`src/rtl/waypoint_sequencer_pkg.sv`:
```
// Shared sign-magnitude format constants and sequencer state encoding.
package waypoint_sequencer_pkg;

  localparam int SM_W     = 17;
  localparam int MAG_W    = SM_W - 1;
  localparam int SIGN_BIT = SM_W - 1;

  localparam logic [SM_W-1:0]  SM_POS_ZERO = '0;
  localparam logic [MAG_W-1:0] SM_SAT_MAG  = '1;

  typedef enum logic [2:0] {
    ST_IDLE,
    ST_FETCH,
    ST_TRACK,
    ST_CHECK,
    ST_ADVANCE
  } state_t;

endpackage

```
`src/rtl/waypoint_sequencer_if.sv`:
```
// Table-write, run-control, pose and error-output bundle of the waypoint sequencer.
interface waypoint_sequencer_if
  import waypoint_sequencer_pkg::*;
#(
  parameter int N_WIDTH = SM_W,
  parameter int ADDR_W  = 3
);
  logic               WAYPOINT_SEQUENCER_WR_EN;
  logic [ADDR_W-1:0]  WAYPOINT_SEQUENCER_WR_ADDR;
  logic [N_WIDTH-1:0] WAYPOINT_SEQUENCER_WR_X_InBus;
  logic [N_WIDTH-1:0] WAYPOINT_SEQUENCER_WR_Y_InBus;
  logic [N_WIDTH-1:0] WAYPOINT_SEQUENCER_WR_Z_InBus;
  logic [ADDR_W-1:0]  WAYPOINT_SEQUENCER_LAST_ADDR;
  logic               WAYPOINT_SEQUENCER_START;
  logic               WAYPOINT_SEQUENCER_ABORT;
  logic               WAYPOINT_SEQUENCER_POSE_VALID;
  logic [N_WIDTH-1:0] WAYPOINT_SEQUENCER_POSE_X_InBus;
  logic [N_WIDTH-1:0] WAYPOINT_SEQUENCER_POSE_Y_InBus;
  logic [N_WIDTH-1:0] WAYPOINT_SEQUENCER_POSE_Z_InBus;
  logic               WAYPOINT_SEQUENCER_GOAL_FLAG;
  logic [N_WIDTH-1:0] WAYPOINT_SEQUENCER_ERR_X_OutBus;
  logic [N_WIDTH-1:0] WAYPOINT_SEQUENCER_ERR_Y_OutBus;
  logic [N_WIDTH-1:0] WAYPOINT_SEQUENCER_ERR_Z_OutBus;
  logic               WAYPOINT_SEQUENCER_BUSY;
  logic               WAYPOINT_SEQUENCER_DONE;
  logic               WAYPOINT_SEQUENCER_TIMEOUT;
  logic [ADDR_W-1:0]  WAYPOINT_SEQUENCER_WP_INDEX;

  modport master (
    output WAYPOINT_SEQUENCER_WR_EN, WAYPOINT_SEQUENCER_WR_ADDR,
           WAYPOINT_SEQUENCER_WR_X_InBus, WAYPOINT_SEQUENCER_WR_Y_InBus, WAYPOINT_SEQUENCER_WR_Z_InBus,
           WAYPOINT_SEQUENCER_LAST_ADDR, WAYPOINT_SEQUENCER_START, WAYPOINT_SEQUENCER_ABORT,
           WAYPOINT_SEQUENCER_POSE_VALID, WAYPOINT_SEQUENCER_POSE_X_InBus,
           WAYPOINT_SEQUENCER_POSE_Y_InBus, WAYPOINT_SEQUENCER_POSE_Z_InBus,
           WAYPOINT_SEQUENCER_GOAL_FLAG,
    input  WAYPOINT_SEQUENCER_ERR_X_OutBus, WAYPOINT_SEQUENCER_ERR_Y_OutBus,
           WAYPOINT_SEQUENCER_ERR_Z_OutBus, WAYPOINT_SEQUENCER_BUSY, WAYPOINT_SEQUENCER_DONE,
           WAYPOINT_SEQUENCER_TIMEOUT, WAYPOINT_SEQUENCER_WP_INDEX
  );

  modport slave (
    input  WAYPOINT_SEQUENCER_WR_EN, WAYPOINT_SEQUENCER_WR_ADDR,
           WAYPOINT_SEQUENCER_WR_X_InBus, WAYPOINT_SEQUENCER_WR_Y_InBus, WAYPOINT_SEQUENCER_WR_Z_InBus,
           WAYPOINT_SEQUENCER_LAST_ADDR, WAYPOINT_SEQUENCER_START, WAYPOINT_SEQUENCER_ABORT,
           WAYPOINT_SEQUENCER_POSE_VALID, WAYPOINT_SEQUENCER_POSE_X_InBus,
           WAYPOINT_SEQUENCER_POSE_Y_InBus, WAYPOINT_SEQUENCER_POSE_Z_InBus,
           WAYPOINT_SEQUENCER_GOAL_FLAG,
    output WAYPOINT_SEQUENCER_ERR_X_OutBus, WAYPOINT_SEQUENCER_ERR_Y_OutBus,
           WAYPOINT_SEQUENCER_ERR_Z_OutBus, WAYPOINT_SEQUENCER_BUSY, WAYPOINT_SEQUENCER_DONE,
           WAYPOINT_SEQUENCER_TIMEOUT, WAYPOINT_SEQUENCER_WP_INDEX
  );

endinterface

```
`src/rtl/waypoint_sequencer_sm_subtract.sv`:
```
// Combinational sign-magnitude a - b with magnitude saturation; -0 inputs act as +0.
module sm_subtract
  import waypoint_sequencer_pkg::*;
(
  input  logic [SM_W-1:0] a,
  input  logic [SM_W-1:0] b,
  output logic [SM_W-1:0] diff
);

  logic [MAG_W-1:0] mag_a, mag_b, mag_r;
  logic             sign_a, sign_nb, sign_r;
  logic [MAG_W:0]   sum;

  // Computed as a + (-b); masking signs with |mag folds -0 onto +0.
  always_comb begin
    mag_a   = a[MAG_W-1:0];
    mag_b   = b[MAG_W-1:0];
    sign_a  = a[SIGN_BIT] & (|mag_a);
    sign_nb = ~b[SIGN_BIT] & (|mag_b);
    sum     = {1'b0, mag_a} + {1'b0, mag_b};
    mag_r   = '0;
    sign_r  = 1'b0;
    if (sign_a == sign_nb) begin
      mag_r  = sum[MAG_W] ? SM_SAT_MAG : sum[MAG_W-1:0];
      sign_r = sign_a;
    end else if (mag_a >= mag_b) begin
      mag_r  = mag_a - mag_b;
      sign_r = sign_a;
    end else begin
      mag_r  = mag_b - mag_a;
      sign_r = sign_nb;
    end
    diff = (mag_r == '0) ? SM_POS_ZERO : {sign_r, mag_r};
  end

endmodule

```
`src/rtl/waypoint_sequencer.sv`:
```
// Steps through a stored waypoint table, driving goal-minus-pose errors to the
// downstream controller and advancing once its goal flag has settled low.
module waypoint_sequencer
  import waypoint_sequencer_pkg::*;
#(
  parameter int          N_WIDTH        = SM_W,
  parameter int          ADDR_W         = 3,
  parameter int          SETTLE_COUNT   = 4,
  parameter logic [31:0] TIMEOUT_CYCLES = 32'd500_000_000
) (
  input logic                WAYPOINT_SEQUENCER_CLOCK_50,
  input logic                WAYPOINT_SEQUENCER_RESET_InHigh,
  waypoint_sequencer_if.slave bus
);

  logic clk, rst;
  assign clk = WAYPOINT_SEQUENCER_CLOCK_50;
  assign rst = WAYPOINT_SEQUENCER_RESET_InHigh;

  state_t             state, state_n;
  logic [ADDR_W-1:0]  idx, last;
  logic [3:0]         settle_cnt;
  logic [31:0]        tmo_cnt;
  logic [N_WIDTH-1:0] goal_x, goal_y, goal_z;
  logic [N_WIDTH-1:0] err_x, err_y, err_z;
  logic [N_WIDTH-1:0] diff_x, diff_y, diff_z;
  logic               done, timeout;
  logic               abort, start_ok, counting, timeout_hit, settle_last, at_last;

  logic [N_WIDTH-1:0] tbl_x [0:(1<<ADDR_W)-1];
  logic [N_WIDTH-1:0] tbl_y [0:(1<<ADDR_W)-1];
  logic [N_WIDTH-1:0] tbl_z [0:(1<<ADDR_W)-1];

  assign abort       = bus.WAYPOINT_SEQUENCER_ABORT;
  assign start_ok    = bus.WAYPOINT_SEQUENCER_START && !abort;
  assign counting    = (state == ST_FETCH) || (state == ST_TRACK) || (state == ST_CHECK);
  assign timeout_hit = counting && (tmo_cnt >= TIMEOUT_CYCLES - 32'd1);
  assign settle_last = (settle_cnt == 4'(SETTLE_COUNT - 1));
  assign at_last     = (idx == last);

  // Table survives reset so a run can be repeated after an async reset.
  always_ff @(posedge clk) begin
    if (bus.WAYPOINT_SEQUENCER_WR_EN && state == ST_IDLE) begin
      tbl_x[bus.WAYPOINT_SEQUENCER_WR_ADDR] <= bus.WAYPOINT_SEQUENCER_WR_X_InBus;
      tbl_y[bus.WAYPOINT_SEQUENCER_WR_ADDR] <= bus.WAYPOINT_SEQUENCER_WR_Y_InBus;
      tbl_z[bus.WAYPOINT_SEQUENCER_WR_ADDR] <= bus.WAYPOINT_SEQUENCER_WR_Z_InBus;
    end
  end

  sm_subtract u_sub_x (.a(goal_x), .b(bus.WAYPOINT_SEQUENCER_POSE_X_InBus), .diff(diff_x));
  sm_subtract u_sub_y (.a(goal_y), .b(bus.WAYPOINT_SEQUENCER_POSE_Y_InBus), .diff(diff_y));
  sm_subtract u_sub_z (.a(goal_z), .b(bus.WAYPOINT_SEQUENCER_POSE_Z_InBus), .diff(diff_z));

  always_ff @(posedge clk or posedge rst) begin
    if (rst) state <= ST_IDLE;
    else     state <= state_n;
  end

  always_comb begin
    state_n = state;
    case (state)
      ST_IDLE:    if (bus.WAYPOINT_SEQUENCER_START) state_n = ST_FETCH;
      ST_FETCH:   state_n = ST_TRACK;
      ST_TRACK:   if (bus.WAYPOINT_SEQUENCER_POSE_VALID) state_n = ST_CHECK;
      ST_CHECK:   state_n = (!bus.WAYPOINT_SEQUENCER_GOAL_FLAG && settle_last) ? ST_ADVANCE : ST_TRACK;
      ST_ADVANCE: state_n = at_last ? ST_IDLE : ST_FETCH;
      default:    state_n = ST_IDLE;
    endcase
    if (timeout_hit) state_n = ST_IDLE;
    if (abort)       state_n = ST_IDLE;
  end

  always_ff @(posedge clk or posedge rst) begin
    if (rst) begin
      idx        <= '0;
      last       <= '0;
      settle_cnt <= '0;
      tmo_cnt    <= '0;
      goal_x     <= '0;
      goal_y     <= '0;
      goal_z     <= '0;
      err_x      <= '0;
      err_y      <= '0;
      err_z      <= '0;
      done       <= 1'b0;
      timeout    <= 1'b0;
    end else begin
      done <= 1'b0;
      if (counting) tmo_cnt <= tmo_cnt + 32'd1;
      case (state)
        ST_IDLE: if (start_ok) begin
          last       <= bus.WAYPOINT_SEQUENCER_LAST_ADDR;
          idx        <= '0;
          settle_cnt <= '0;
          tmo_cnt    <= '0;
          timeout    <= 1'b0;
        end
        ST_FETCH: begin
          goal_x <= tbl_x[idx];
          goal_y <= tbl_y[idx];
          goal_z <= tbl_z[idx];
        end
        ST_TRACK: if (bus.WAYPOINT_SEQUENCER_POSE_VALID) begin
          err_x <= diff_x;
          err_y <= diff_y;
          err_z <= diff_z;
        end
        ST_CHECK: settle_cnt <= bus.WAYPOINT_SEQUENCER_GOAL_FLAG ? '0 : settle_cnt + 4'd1;
        ST_ADVANCE: if (at_last) begin
          done <= !abort;
        end else begin
          idx        <= idx + ADDR_W'(1);
          settle_cnt <= '0;
          tmo_cnt    <= '0;
        end
        default: ;
      endcase
      if (timeout_hit && !abort) timeout <= 1'b1;
      // Any exit to IDLE commands zero velocity, overriding a same-cycle error update.
      if (state != ST_IDLE && state_n == ST_IDLE) begin
        err_x <= '0;
        err_y <= '0;
        err_z <= '0;
      end
    end
  end

  assign bus.WAYPOINT_SEQUENCER_ERR_X_OutBus = err_x;
  assign bus.WAYPOINT_SEQUENCER_ERR_Y_OutBus = err_y;
  assign bus.WAYPOINT_SEQUENCER_ERR_Z_OutBus = err_z;
  assign bus.WAYPOINT_SEQUENCER_BUSY         = (state != ST_IDLE);
  assign bus.WAYPOINT_SEQUENCER_DONE         = done;
  assign bus.WAYPOINT_SEQUENCER_TIMEOUT      = timeout;
  assign bus.WAYPOINT_SEQUENCER_WP_INDEX     = idx;

endmodule

```
`src/flat_wrapper.sv`:
```
// flat-port wrapper written by rule: the top's interface ports become plain ports
module waypoint_sequencer_flat import waypoint_sequencer_pkg::*;
#(
  parameter int          N_WIDTH        = SM_W,
  parameter int          ADDR_W         = 3,
  parameter int          SETTLE_COUNT   = 4,
  parameter logic [31:0] TIMEOUT_CYCLES = 32'd500_000_000
)
  (WAYPOINT_SEQUENCER_CLOCK_50, WAYPOINT_SEQUENCER_RESET_InHigh, bus_WAYPOINT_SEQUENCER_WR_EN, bus_WAYPOINT_SEQUENCER_WR_ADDR, bus_WAYPOINT_SEQUENCER_WR_X_InBus, bus_WAYPOINT_SEQUENCER_WR_Y_InBus, bus_WAYPOINT_SEQUENCER_WR_Z_InBus, bus_WAYPOINT_SEQUENCER_LAST_ADDR, bus_WAYPOINT_SEQUENCER_START, bus_WAYPOINT_SEQUENCER_ABORT, bus_WAYPOINT_SEQUENCER_POSE_VALID, bus_WAYPOINT_SEQUENCER_POSE_X_InBus, bus_WAYPOINT_SEQUENCER_POSE_Y_InBus, bus_WAYPOINT_SEQUENCER_POSE_Z_InBus, bus_WAYPOINT_SEQUENCER_GOAL_FLAG, bus_WAYPOINT_SEQUENCER_ERR_X_OutBus, bus_WAYPOINT_SEQUENCER_ERR_Y_OutBus, bus_WAYPOINT_SEQUENCER_ERR_Z_OutBus, bus_WAYPOINT_SEQUENCER_BUSY, bus_WAYPOINT_SEQUENCER_DONE, bus_WAYPOINT_SEQUENCER_TIMEOUT, bus_WAYPOINT_SEQUENCER_WP_INDEX);
  waypoint_sequencer_if #(.N_WIDTH(N_WIDTH), .ADDR_W(ADDR_W)) bus_i ();
  input logic WAYPOINT_SEQUENCER_CLOCK_50;
  input logic WAYPOINT_SEQUENCER_RESET_InHigh;
  input wire logic [$bits(bus_i.WAYPOINT_SEQUENCER_WR_EN)-1:0] bus_WAYPOINT_SEQUENCER_WR_EN;
  input wire logic [$bits(bus_i.WAYPOINT_SEQUENCER_WR_ADDR)-1:0] bus_WAYPOINT_SEQUENCER_WR_ADDR;
  input wire logic [$bits(bus_i.WAYPOINT_SEQUENCER_WR_X_InBus)-1:0] bus_WAYPOINT_SEQUENCER_WR_X_InBus;
  input wire logic [$bits(bus_i.WAYPOINT_SEQUENCER_WR_Y_InBus)-1:0] bus_WAYPOINT_SEQUENCER_WR_Y_InBus;
  input wire logic [$bits(bus_i.WAYPOINT_SEQUENCER_WR_Z_InBus)-1:0] bus_WAYPOINT_SEQUENCER_WR_Z_InBus;
  input wire logic [$bits(bus_i.WAYPOINT_SEQUENCER_LAST_ADDR)-1:0] bus_WAYPOINT_SEQUENCER_LAST_ADDR;
  input wire logic [$bits(bus_i.WAYPOINT_SEQUENCER_START)-1:0] bus_WAYPOINT_SEQUENCER_START;
  input wire logic [$bits(bus_i.WAYPOINT_SEQUENCER_ABORT)-1:0] bus_WAYPOINT_SEQUENCER_ABORT;
  input wire logic [$bits(bus_i.WAYPOINT_SEQUENCER_POSE_VALID)-1:0] bus_WAYPOINT_SEQUENCER_POSE_VALID;
  input wire logic [$bits(bus_i.WAYPOINT_SEQUENCER_POSE_X_InBus)-1:0] bus_WAYPOINT_SEQUENCER_POSE_X_InBus;
  input wire logic [$bits(bus_i.WAYPOINT_SEQUENCER_POSE_Y_InBus)-1:0] bus_WAYPOINT_SEQUENCER_POSE_Y_InBus;
  input wire logic [$bits(bus_i.WAYPOINT_SEQUENCER_POSE_Z_InBus)-1:0] bus_WAYPOINT_SEQUENCER_POSE_Z_InBus;
  input wire logic [$bits(bus_i.WAYPOINT_SEQUENCER_GOAL_FLAG)-1:0] bus_WAYPOINT_SEQUENCER_GOAL_FLAG;
  output wire logic [$bits(bus_i.WAYPOINT_SEQUENCER_ERR_X_OutBus)-1:0] bus_WAYPOINT_SEQUENCER_ERR_X_OutBus;
  output wire logic [$bits(bus_i.WAYPOINT_SEQUENCER_ERR_Y_OutBus)-1:0] bus_WAYPOINT_SEQUENCER_ERR_Y_OutBus;
  output wire logic [$bits(bus_i.WAYPOINT_SEQUENCER_ERR_Z_OutBus)-1:0] bus_WAYPOINT_SEQUENCER_ERR_Z_OutBus;
  output wire logic [$bits(bus_i.WAYPOINT_SEQUENCER_BUSY)-1:0] bus_WAYPOINT_SEQUENCER_BUSY;
  output wire logic [$bits(bus_i.WAYPOINT_SEQUENCER_DONE)-1:0] bus_WAYPOINT_SEQUENCER_DONE;
  output wire logic [$bits(bus_i.WAYPOINT_SEQUENCER_TIMEOUT)-1:0] bus_WAYPOINT_SEQUENCER_TIMEOUT;
  output wire logic [$bits(bus_i.WAYPOINT_SEQUENCER_WP_INDEX)-1:0] bus_WAYPOINT_SEQUENCER_WP_INDEX;
  assign bus_i.WAYPOINT_SEQUENCER_WR_EN = bus_WAYPOINT_SEQUENCER_WR_EN;
  assign bus_i.WAYPOINT_SEQUENCER_WR_ADDR = bus_WAYPOINT_SEQUENCER_WR_ADDR;
  assign bus_i.WAYPOINT_SEQUENCER_WR_X_InBus = bus_WAYPOINT_SEQUENCER_WR_X_InBus;
  assign bus_i.WAYPOINT_SEQUENCER_WR_Y_InBus = bus_WAYPOINT_SEQUENCER_WR_Y_InBus;
  assign bus_i.WAYPOINT_SEQUENCER_WR_Z_InBus = bus_WAYPOINT_SEQUENCER_WR_Z_InBus;
  assign bus_i.WAYPOINT_SEQUENCER_LAST_ADDR = bus_WAYPOINT_SEQUENCER_LAST_ADDR;
  assign bus_i.WAYPOINT_SEQUENCER_START = bus_WAYPOINT_SEQUENCER_START;
  assign bus_i.WAYPOINT_SEQUENCER_ABORT = bus_WAYPOINT_SEQUENCER_ABORT;
  assign bus_i.WAYPOINT_SEQUENCER_POSE_VALID = bus_WAYPOINT_SEQUENCER_POSE_VALID;
  assign bus_i.WAYPOINT_SEQUENCER_POSE_X_InBus = bus_WAYPOINT_SEQUENCER_POSE_X_InBus;
  assign bus_i.WAYPOINT_SEQUENCER_POSE_Y_InBus = bus_WAYPOINT_SEQUENCER_POSE_Y_InBus;
  assign bus_i.WAYPOINT_SEQUENCER_POSE_Z_InBus = bus_WAYPOINT_SEQUENCER_POSE_Z_InBus;
  assign bus_i.WAYPOINT_SEQUENCER_GOAL_FLAG = bus_WAYPOINT_SEQUENCER_GOAL_FLAG;
  assign bus_WAYPOINT_SEQUENCER_ERR_X_OutBus = bus_i.WAYPOINT_SEQUENCER_ERR_X_OutBus;
  assign bus_WAYPOINT_SEQUENCER_ERR_Y_OutBus = bus_i.WAYPOINT_SEQUENCER_ERR_Y_OutBus;
  assign bus_WAYPOINT_SEQUENCER_ERR_Z_OutBus = bus_i.WAYPOINT_SEQUENCER_ERR_Z_OutBus;
  assign bus_WAYPOINT_SEQUENCER_BUSY = bus_i.WAYPOINT_SEQUENCER_BUSY;
  assign bus_WAYPOINT_SEQUENCER_DONE = bus_i.WAYPOINT_SEQUENCER_DONE;
  assign bus_WAYPOINT_SEQUENCER_TIMEOUT = bus_i.WAYPOINT_SEQUENCER_TIMEOUT;
  assign bus_WAYPOINT_SEQUENCER_WP_INDEX = bus_i.WAYPOINT_SEQUENCER_WP_INDEX;
  waypoint_sequencer #(.N_WIDTH(N_WIDTH), .ADDR_W(ADDR_W), .SETTLE_COUNT(SETTLE_COUNT), .TIMEOUT_CYCLES(TIMEOUT_CYCLES)) u_core (.WAYPOINT_SEQUENCER_CLOCK_50(WAYPOINT_SEQUENCER_CLOCK_50), .WAYPOINT_SEQUENCER_RESET_InHigh(WAYPOINT_SEQUENCER_RESET_InHigh), .bus(bus_i));
endmodule
```
`config.mk`:
```
export PLATFORM = sky130hd
export DESIGN_NAME = waypoint_sequencer_flat
export DESIGN_NICKNAME = d
export VERILOG_FILES = /design/src/rtl/waypoint_sequencer_pkg.sv /design/src/rtl/waypoint_sequencer_if.sv /design/src/rtl/waypoint_sequencer_sm_subtract.sv /design/src/rtl/waypoint_sequencer.sv /design/src/flat_wrapper.sv
export SDC_FILE = /design/constraint.sdc
export NUM_CORES = 1
export LEC_CHECK = 0
export ABC_AREA = 0
export CORE_AREA = 3 3 275 277
export DETAILED_ROUTE_END_ITERATION = 8
export DIE_AREA = 0 0 278 280
export PLACE_DENSITY = 0.56
export SLEW_MARGIN = 20
export SYNTH_ARGS = -nofsm -noshare
export SYNTH_HDL_FRONTEND = slang
export SYNTH_SLANG_ARGS = --single-unit
```
`constraint.sdc`:
```
create_clock -name WAYPOINT_SEQUENCER_CLOCK_50 -period 8.9 [get_ports WAYPOINT_SEQUENCER_CLOCK_50]
set_clock_uncertainty 0.2 [all_clocks]
set_input_delay 1.78 -clock WAYPOINT_SEQUENCER_CLOCK_50 [delete_from_list [all_inputs] [get_ports WAYPOINT_SEQUENCER_CLOCK_50]]
set_output_delay 1.78 -clock WAYPOINT_SEQUENCER_CLOCK_50 [all_outputs]
set_load 0.005 [all_outputs]
```
# Word-level counts from Yosys, hierarchy flattened
# Memory sizes are Yosys's and may differ from the RTL's. A register that Yosys moved wholly into a read port is not among the register bits.
# Cells that the tools add are included.
# totals
reg_bits	98
ramBits	408
inputBits	115
output_inout_bits	57
elab_cells	134
mem_count	3
# mem_list
memory	words	word_bits	rd	rd_ports_with_merged_regs	wr	line	rtl
u_core.tbl_x	8	17	1	1	1	waypoint_sequencer.sv:30	logic [N_WIDTH-1:0] tbl_x [0:(1<<ADDR_W)-1];
u_core.tbl_y	8	17	1	1	1	waypoint_sequencer.sv:31	logic [N_WIDTH-1:0] tbl_y [0:(1<<ADDR_W)-1];
u_core.tbl_z	8	17	1	1	1	waypoint_sequencer.sv:32	logic [N_WIDTH-1:0] tbl_z [0:(1<<ADDR_W)-1];
# op_classes
add_sub_neg	12
magnitude_cmp	4
eq_ne	11
mux	52
n_bitwise	9
n_reduce_logical	33
# op_table
cell	n
2-to-1 mux 17 bit	12
2-to-1 mux 16 bit	9
2-to-1 mux 32 bit	3
OR reduction 16 bit	6
subtractor 16 bit	6
one-hot mux 32 bit (2 select lines)	1
adder 16 x 16 -> 17 bit	3
greater-or-equal comparator 16 bit	3
zero test 16 bit	3
adder 32 x 1 -> 32 bit (second input constant)	1
greater-or-equal comparator 32 x 29 -> 1 bit (second input constant)	1
2-to-1 mux 3 bit	7
one-hot mux 3 bit (5 select lines)	1
2-to-1 mux 1 bit	14
2-to-1 mux 4 bit	3
one-hot mux 4 bit (3 select lines)	1
nonzero test 2 bit	5
bitwise AND 1 bit	6
equality test 3 x 2 -> 1 bit (second input constant)	2
logical AND 1 bit	6
zero test 3 bit	2
one-hot mux 3 bit (2 select lines)	1
AND reduction 2 bit	3
AND reduction 3 bit	2
other kinds (13)	20

# Logic depth before layout (Yosys ltp)
# depth
depth_word	10
mapped_depth	17
mapped_depth_nobuf	15

# Modules after synthesis
# Synthesis repeated with hierarchy kept, for this count alone.
# unflattened
cells_unflattened	2568
area_unflattened_um2	31286.3
# by_module_without_submodules
module	instances	cells_each	area_per_inst_um2	seq_area_each_um2
waypoint_sequencer	1	1326	22650.5	15980.3
sm_subtract (u_core.u_sub_z)	1	422	2950.3	0.0
sm_subtract (u_core.u_sub_x)	1	408	2847.7	0.0
sm_subtract (u_core.u_sub_y)	1	412	2837.7	0.0

# Least setup slack after synthesis
# No wires, ideal clock.
# synth_path
path_type	input port to flip-flop
start	input port bus_WAYPOINT_SEQUENCER_WR_ADDR[0]
end	memory u_core.tbl_x[0][0] in the netlist's numbering, enable pin
setup_time_ps	523
arrival_time_ps	5479
required_ps	8177
setup_slack_ps	2698
path_stages	2
path_buffers	0
path_cell_list	nand3b_1 -> nor3_1
# synth_lines
element	line	rtl
start: declaration	flat_wrapper.sv:14	input wire logic [$bits(bus_i.WAYPOINT_SEQUENCER_WR_ADDR)-1:0] bus_WAYPOINT_SEQUENCER_WR_ADDR;
end: declaration	waypoint_sequencer.sv:30	
# Straight into the memory's write port.

# Worst setup path in the final report
# layout_path
start	input port bus_WAYPOINT_SEQUENCER_POSE_Z_InBus[7]
end	register u_core.err_z[16], in the netlist u_core.bus.WAYPOINT_SEQUENCER_ERR_Z_OutBus[16]
# layout_via
elab_chain_cells	9
word_cells_on_any_way	17
cone_classes	3 x add/sub; 1 x order compare; 1 x eq/ne; 9 x mux; 1 x bitwise; 2 x reduce/logical
# layout_rtl
element	line	rtl
start: declaration	flat_wrapper.sv:24	input wire logic [$bits(bus_i.WAYPOINT_SEQUENCER_POSE_Z_InBus)-1:0] bus_WAYPOINT_SEQUENCER_POSE_Z_InBus;
branches (longest 5 deep; another with adder 16 x 16 -> 17 bit)	n/a	
2-to-1 mux 17 bit *	waypoint_sequencer_sm_subtract.sv:33	diff = (mag_r == '0) ? SM_POS_ZERO : {sign_r, mag_r};
2-to-1 mux 17 bit *	waypoint_sequencer.sv:103	ST_TRACK: if (bus.WAYPOINT_SEQUENCER_POSE_VALID) begin
2-to-1 mux 17 bit *	waypoint_sequencer.sv:90	case (state)
2-to-1 mux 17 bit *	waypoint_sequencer.sv:120	if (state != ST_IDLE && state_n == ST_IDLE) begin
end signal: assignment	waypoint_sequencer.sv:106	err_z <= diff_z;
end: declaration	waypoint_sequencer.sv:25	logic [N_WIDTH-1:0] err_x, err_y, err_z;
# Mark *: on every way between the ends. The select of a mux whose other input is x is not followed.
# A chain may end at the register's enable or synchronous reset.

==> impl_metrics.csv <==
group,metric,value,unit
status,outcome,"finished clean",
critical_path,r2r_end,"u_core.bus.WAYPOINT_SEQUENCER_ERR_Z_OutBus[16]$_DFFE_PP0P_",
critical_path,crit_chain,"clkdlybuf4s50_1 > inv_1 > ha_1 > and2_4 > a221o_1 > o211ai_2 > nand2_1 > mux2i_1 > o2111a_1 > a22oi_1 > nand4_1 > or4_1 > o31ai_2 > a21oi_1",
cts,numCtsBuffers,58,
floorplanning,core,73100,µm²
critical_path,critPathArrivalTime,6.38,ns
synth,postSynthCellCount,2392,
global_routing,grt_antenna_before_repair,11,
floorplanning,die_h,280,µm
global_routing,grtUsageTotal,20.5,%
power_and_ir_drop,power_frac_comb,33.6,%
critical_path,worstSetupPathType,"in2reg",
layout,layout_common_cells,"408 x edfxtp_1, 244 x nor2_1, 188 x a21oi_1",
synth,synthTopCellsByArea,"edfxtp_1 42%, dfrtp_1 13%, mux4_2 7.8%, ha_1 6.4%, a21oi_1 3.2%",
power_and_ir_drop,clockPowerShare,29.4,%
detailed_routing,dr.pass1.iters,5,
placement,globalplace.congestion,0.898,
global_routing,grt_overflow,0,
synth,ys_seq_area_share,54.5,%
cts,post_cts_buffers,0,
cts,clk_latency,0.63,ns
critical_path,reg2reg_from,"u_core.goal_z[7]$_DFFE_PP0P_",
layout,final_common_cell,"edfxtp_1",
cts,htreeDepth,2,
critical_path,critPathCaptureType,"register",
synth,yosysTopAreaCell,"edfxtp_1",
synth,synth_warnings,0,
layout,post-route-util,46.6,%
cts,cts_resized,0,
synth,synth_top_area_share,41.8,%
cts,clockBufferDepth,3,
floorplanning,placementRows,99,
placement,port_buffers,171,
power_and_ir_drop,total_power,8.75,mW
critical_path,r2r_slack,4.12,ns
floorplanning,die_area,77800,µm²
timing,worst_slack,2.79,ns
placement,pre_cts_ws,2.19,ns
timing,rsz0062_at_grt,"no",
global_routing,grt.met2_usage,32.9,%
timing,hold_violations,0,
floorplanning,start_util,40.1,%
layout,drive_above_1_share,10.9,%
critical_path,ff2ff_path_depth,12,
min_path,hp-start,"u_core.settle_cnt[3]$_DFFE_PP0P_",
power_and_ir_drop,power_density,257,nW/µm²
cts,cts_hold_buffers,0,
timing,tightestPinTransition,1.11,ns
timing,slew_viol_final,0,
detailed_routing,antenna_left,0,
critical_path,crit_slowest_cell,"clkdlybuf4s50_1",
synth,ys_dominant_reg_cell,"edfxtp_1",
global_routing,use_met1,29.2,%
global_routing,grt_use_met3,4.08,%
global_routing,grt_pass1_wl,124000,µm
detailed_routing,drtIter0Drc,1727,
critical_path,critPathMaxFanout,17,
power_and_ir_drop,pwr-share-seq,36.9,%
timing,min_period,6.11,ns
floorplanning,ioPinCount,172,
layout,fin_nets,2803,
power_and_ir_drop,p_sw_share,35.1,%
power_and_ir_drop,ir_drop,0.183,mV
critical_path,timing.critical_path.buf_inv,2,
synth,synth_edf_count,408,
power_and_ir_drop,internal_power,5.68,mW
synth,yosysUniqueCellTypes,90,
min_path,hold_class,"reg2reg",
timing,hold_ws,0.303,ns
timing,min_period_over_period,68.6,%
synth,synthArstFlopShare,26.8,%
global_routing,grt-busiest-layer,"met2",
critical_path,cp_top_family,"compound AO/OA/AOI/OAI gates",
timing,final-setup-viol-count,0,
synth,synth_area,29300,µm²
detailed_routing,via_per_inst,5.68,
global_routing,grt_pass1_vias,20176,
power_and_ir_drop,switchingPower,3.07,mW
synth,syn-num-nets,2666,
synth,ys_seq_elements,557,
timing,tns,0,ns
detailed_routing,remaining_drc_errors,0,
min_path,holdPathStages,1,
run,drv_cap,0,
cts,clk_pin_slew,0.06,ns
placement,place_hpwl,55400,µm
detailed_routing,routed_wl,80300,µm
detailed_routing,wl_per_cell,22.7,µm
layout,area_growth,16.3,%
floorplanning,die_x,278,µm
critical_path,critPathRequiredTime,9.17,ns
detailed_routing,vias,20130,
cts,clockRootBuffer,"clkbuf_16",
min_path,min_to,"u_core.settle_cnt[3]$_DFFE_PP0P_",
cts,clock-sinks,557,
timing,fmax,0.164,GHz
critical_path,critPathLaunchType,"primary input",
cts,cts_tree,"done",
power_and_ir_drop,p_leak,12.4,nW
synth,avgSynthCellArea,12.3,µm²
layout,fillers,6643,
timing,slew-limit-headroom,25.4,%
critical_path,critical-path-max-stage-delay,0.57,ns
global_routing,grt_max_degree,92,
-- sequential cells by signal, indices dropped and copies added (netlist names), 4 cells and up --
signal	flops
u_core.bus.WAYPOINT_SEQUENCER_ERR_X_OutBus	17
u_core.bus.WAYPOINT_SEQUENCER_ERR_Y_OutBus	17
u_core.bus.WAYPOINT_SEQUENCER_ERR_Z_OutBus	17
u_core.goal_x	17
u_core.goal_y	17
u_core.goal_z	17
u_core.settle_cnt	4
u_core.tbl_x	136
u_core.tbl_y	136
u_core.tbl_z	136
u_core.tmo_cnt	32
-- per-layer routing --
metal	part of all wire, %	vias to the layer above
met2	47	527
met1	46	10165
met5	0.096	-
met3	5.9	108
li1	-	9318
met4	1.8	12
-- cell families (layout without fill, tap and decap cells) --
family | after synthesis | count (layout) | synth area share (%)
adders and majority gates | 159 | 159 | 7.02
muxes | 193 | 193 | 11.0
buffers and inverters | 275 | 462 | 3.66
xor gates and xnor gates | 44 | 44 | 1.34
AOI/OAI and AO/OA | 549 | 549 | 12.5
other | 0 | 4 | 0
DFF | 557 | 557 | 54.5
and+or+nand+nor | 615 | 615 | 9.94
-- power by group through the flow --
| stage | registers (mW) | logic [mW] | clock network, mW |
|---|---|---|---|
| 4_1_cts | 3.24 | 2.91 | 2.64 |
| 3_5_place_dp | 3.29 | 2.90 | 0 |
| 2_1_floorplan | 3.20 | 1.94 | 0 |
| 5_1_grt | 3.27 | 3.24 | 2.75 |
| 3_3_place_gp | 3.28 | 2.91 | 0 |
| 6_report | 3.23 | 2.94 | 2.58 |
-- through the flow --
step,cell area [µm²],instances
2_1_floorplan,29300,2392
3_3_place_gp,32000,3428
3_5_place_dp,32000,3428
4_1_cts,34100,3538
5_1_grt,34100,3538
6_report,34100,3542
-- worst max path at each step --
stage | start | to | slack (ns) | depth (start not counted)
finish | bus_WAYPOINT_SEQUENCER_POSE_Z_InBus[7] | u_core.bus.WAYPOINT_SEQUENCER_ERR_Z_OutBus[16]$_DFFE_PP0P_ | 2.79 | 14
global route | bus_WAYPOINT_SEQUENCER_POSE_Z_InBus[0] | u_core.bus.WAYPOINT_SEQUENCER_ERR_Z_OutBus[16]$_DFFE_PP0P_ | 2.63 | 14
CTS | bus_WAYPOINT_SEQUENCER_POSE_Z_InBus[7] | u_core.bus.WAYPOINT_SEQUENCER_ERR_Z_OutBus[16]$_DFFE_PP0P_ | 2.86 | 14
detailed placement | bus_WAYPOINT_SEQUENCER_POSE_Z_InBus[7] | u_core.bus.WAYPOINT_SEQUENCER_ERR_Z_OutBus[16]$_DFFE_PP0P_ | 2.19 | 14
global placement | bus_WAYPOINT_SEQUENCER_POSE_Z_InBus[7] | u_core.bus.WAYPOINT_SEQUENCER_ERR_Z_OutBus[16]$_DFFE_PP0P_ | 2.26 | 14
floorplan | bus_WAYPOINT_SEQUENCER_WR_ADDR[0] | u_core.tbl_x[0][0]$_DFFE_PP_ | 2.70 | 2
-- cells in the mapped netlist, drive strengths merged, types with 9 or more instances --
| cell | instances |
|---|---|
| xor2 | 21 |
| xnor2 | 23 |
| nand2b | 21 |
| ha | 150 |
| dfrtp | 149 |
| a21oi | 189 |
| o21a | 12 |
| a211oi | 53 |
| nor4 | 29 |
| inv | 157 |
| clkbuf | 81 |
| mux2i | 74 |
| o221a | 9 |
| a221oi | 17 |
| nor2b | 19 |
| o31ai | 17 |
| or3 | 14 |
| nor3 | 35 |
| a211o | 10 |
| nor2 | 251 |
| nand3 | 49 |
| nand2 | 107 |
| mux2 | 17 |
| edfxtp | 408 |
| and3 | 17 |
| mux4 | 102 |
| buf | 36 |
| a21o | 21 |
| o22ai | 9 |
| a31oi | 13 |
| o211ai | 19 |
| nand4 | 19 |
| o21ai | 78 |
| fa | 9 |
| o21bai | 9 |
| and2 | 15 |
-- area by class of cell --
type	count	area, µm²	share of cell area, %
clock buffer	66	1500	4.40
multi-input combinational	1560	12400	36.2
timing repair buffer	194	1880	5.53
antenna	4	10.0	0.0294
sequential	557	16000	46.9
inverter	158	598	1.75
tap	959	1200	3.52
clock inverter	44	548	1.61
-- worst reg2reg max path, stage by stage, from the launching register on --
cell and delay, ns:
dfrtp_1 0.49, ha_1 0.54, and2_4 0.27, a221o_1 0.39, o211ai_2 0.29, nand2_1 0.55, mux2i_1 0.30, o2111a_1 0.29
a22oi_1 0.39, nand4_1 0.18, or4_1 0.47, o31ai_2 0.19, a21oi_1 0.09
(Power assumes the default switching activity.)
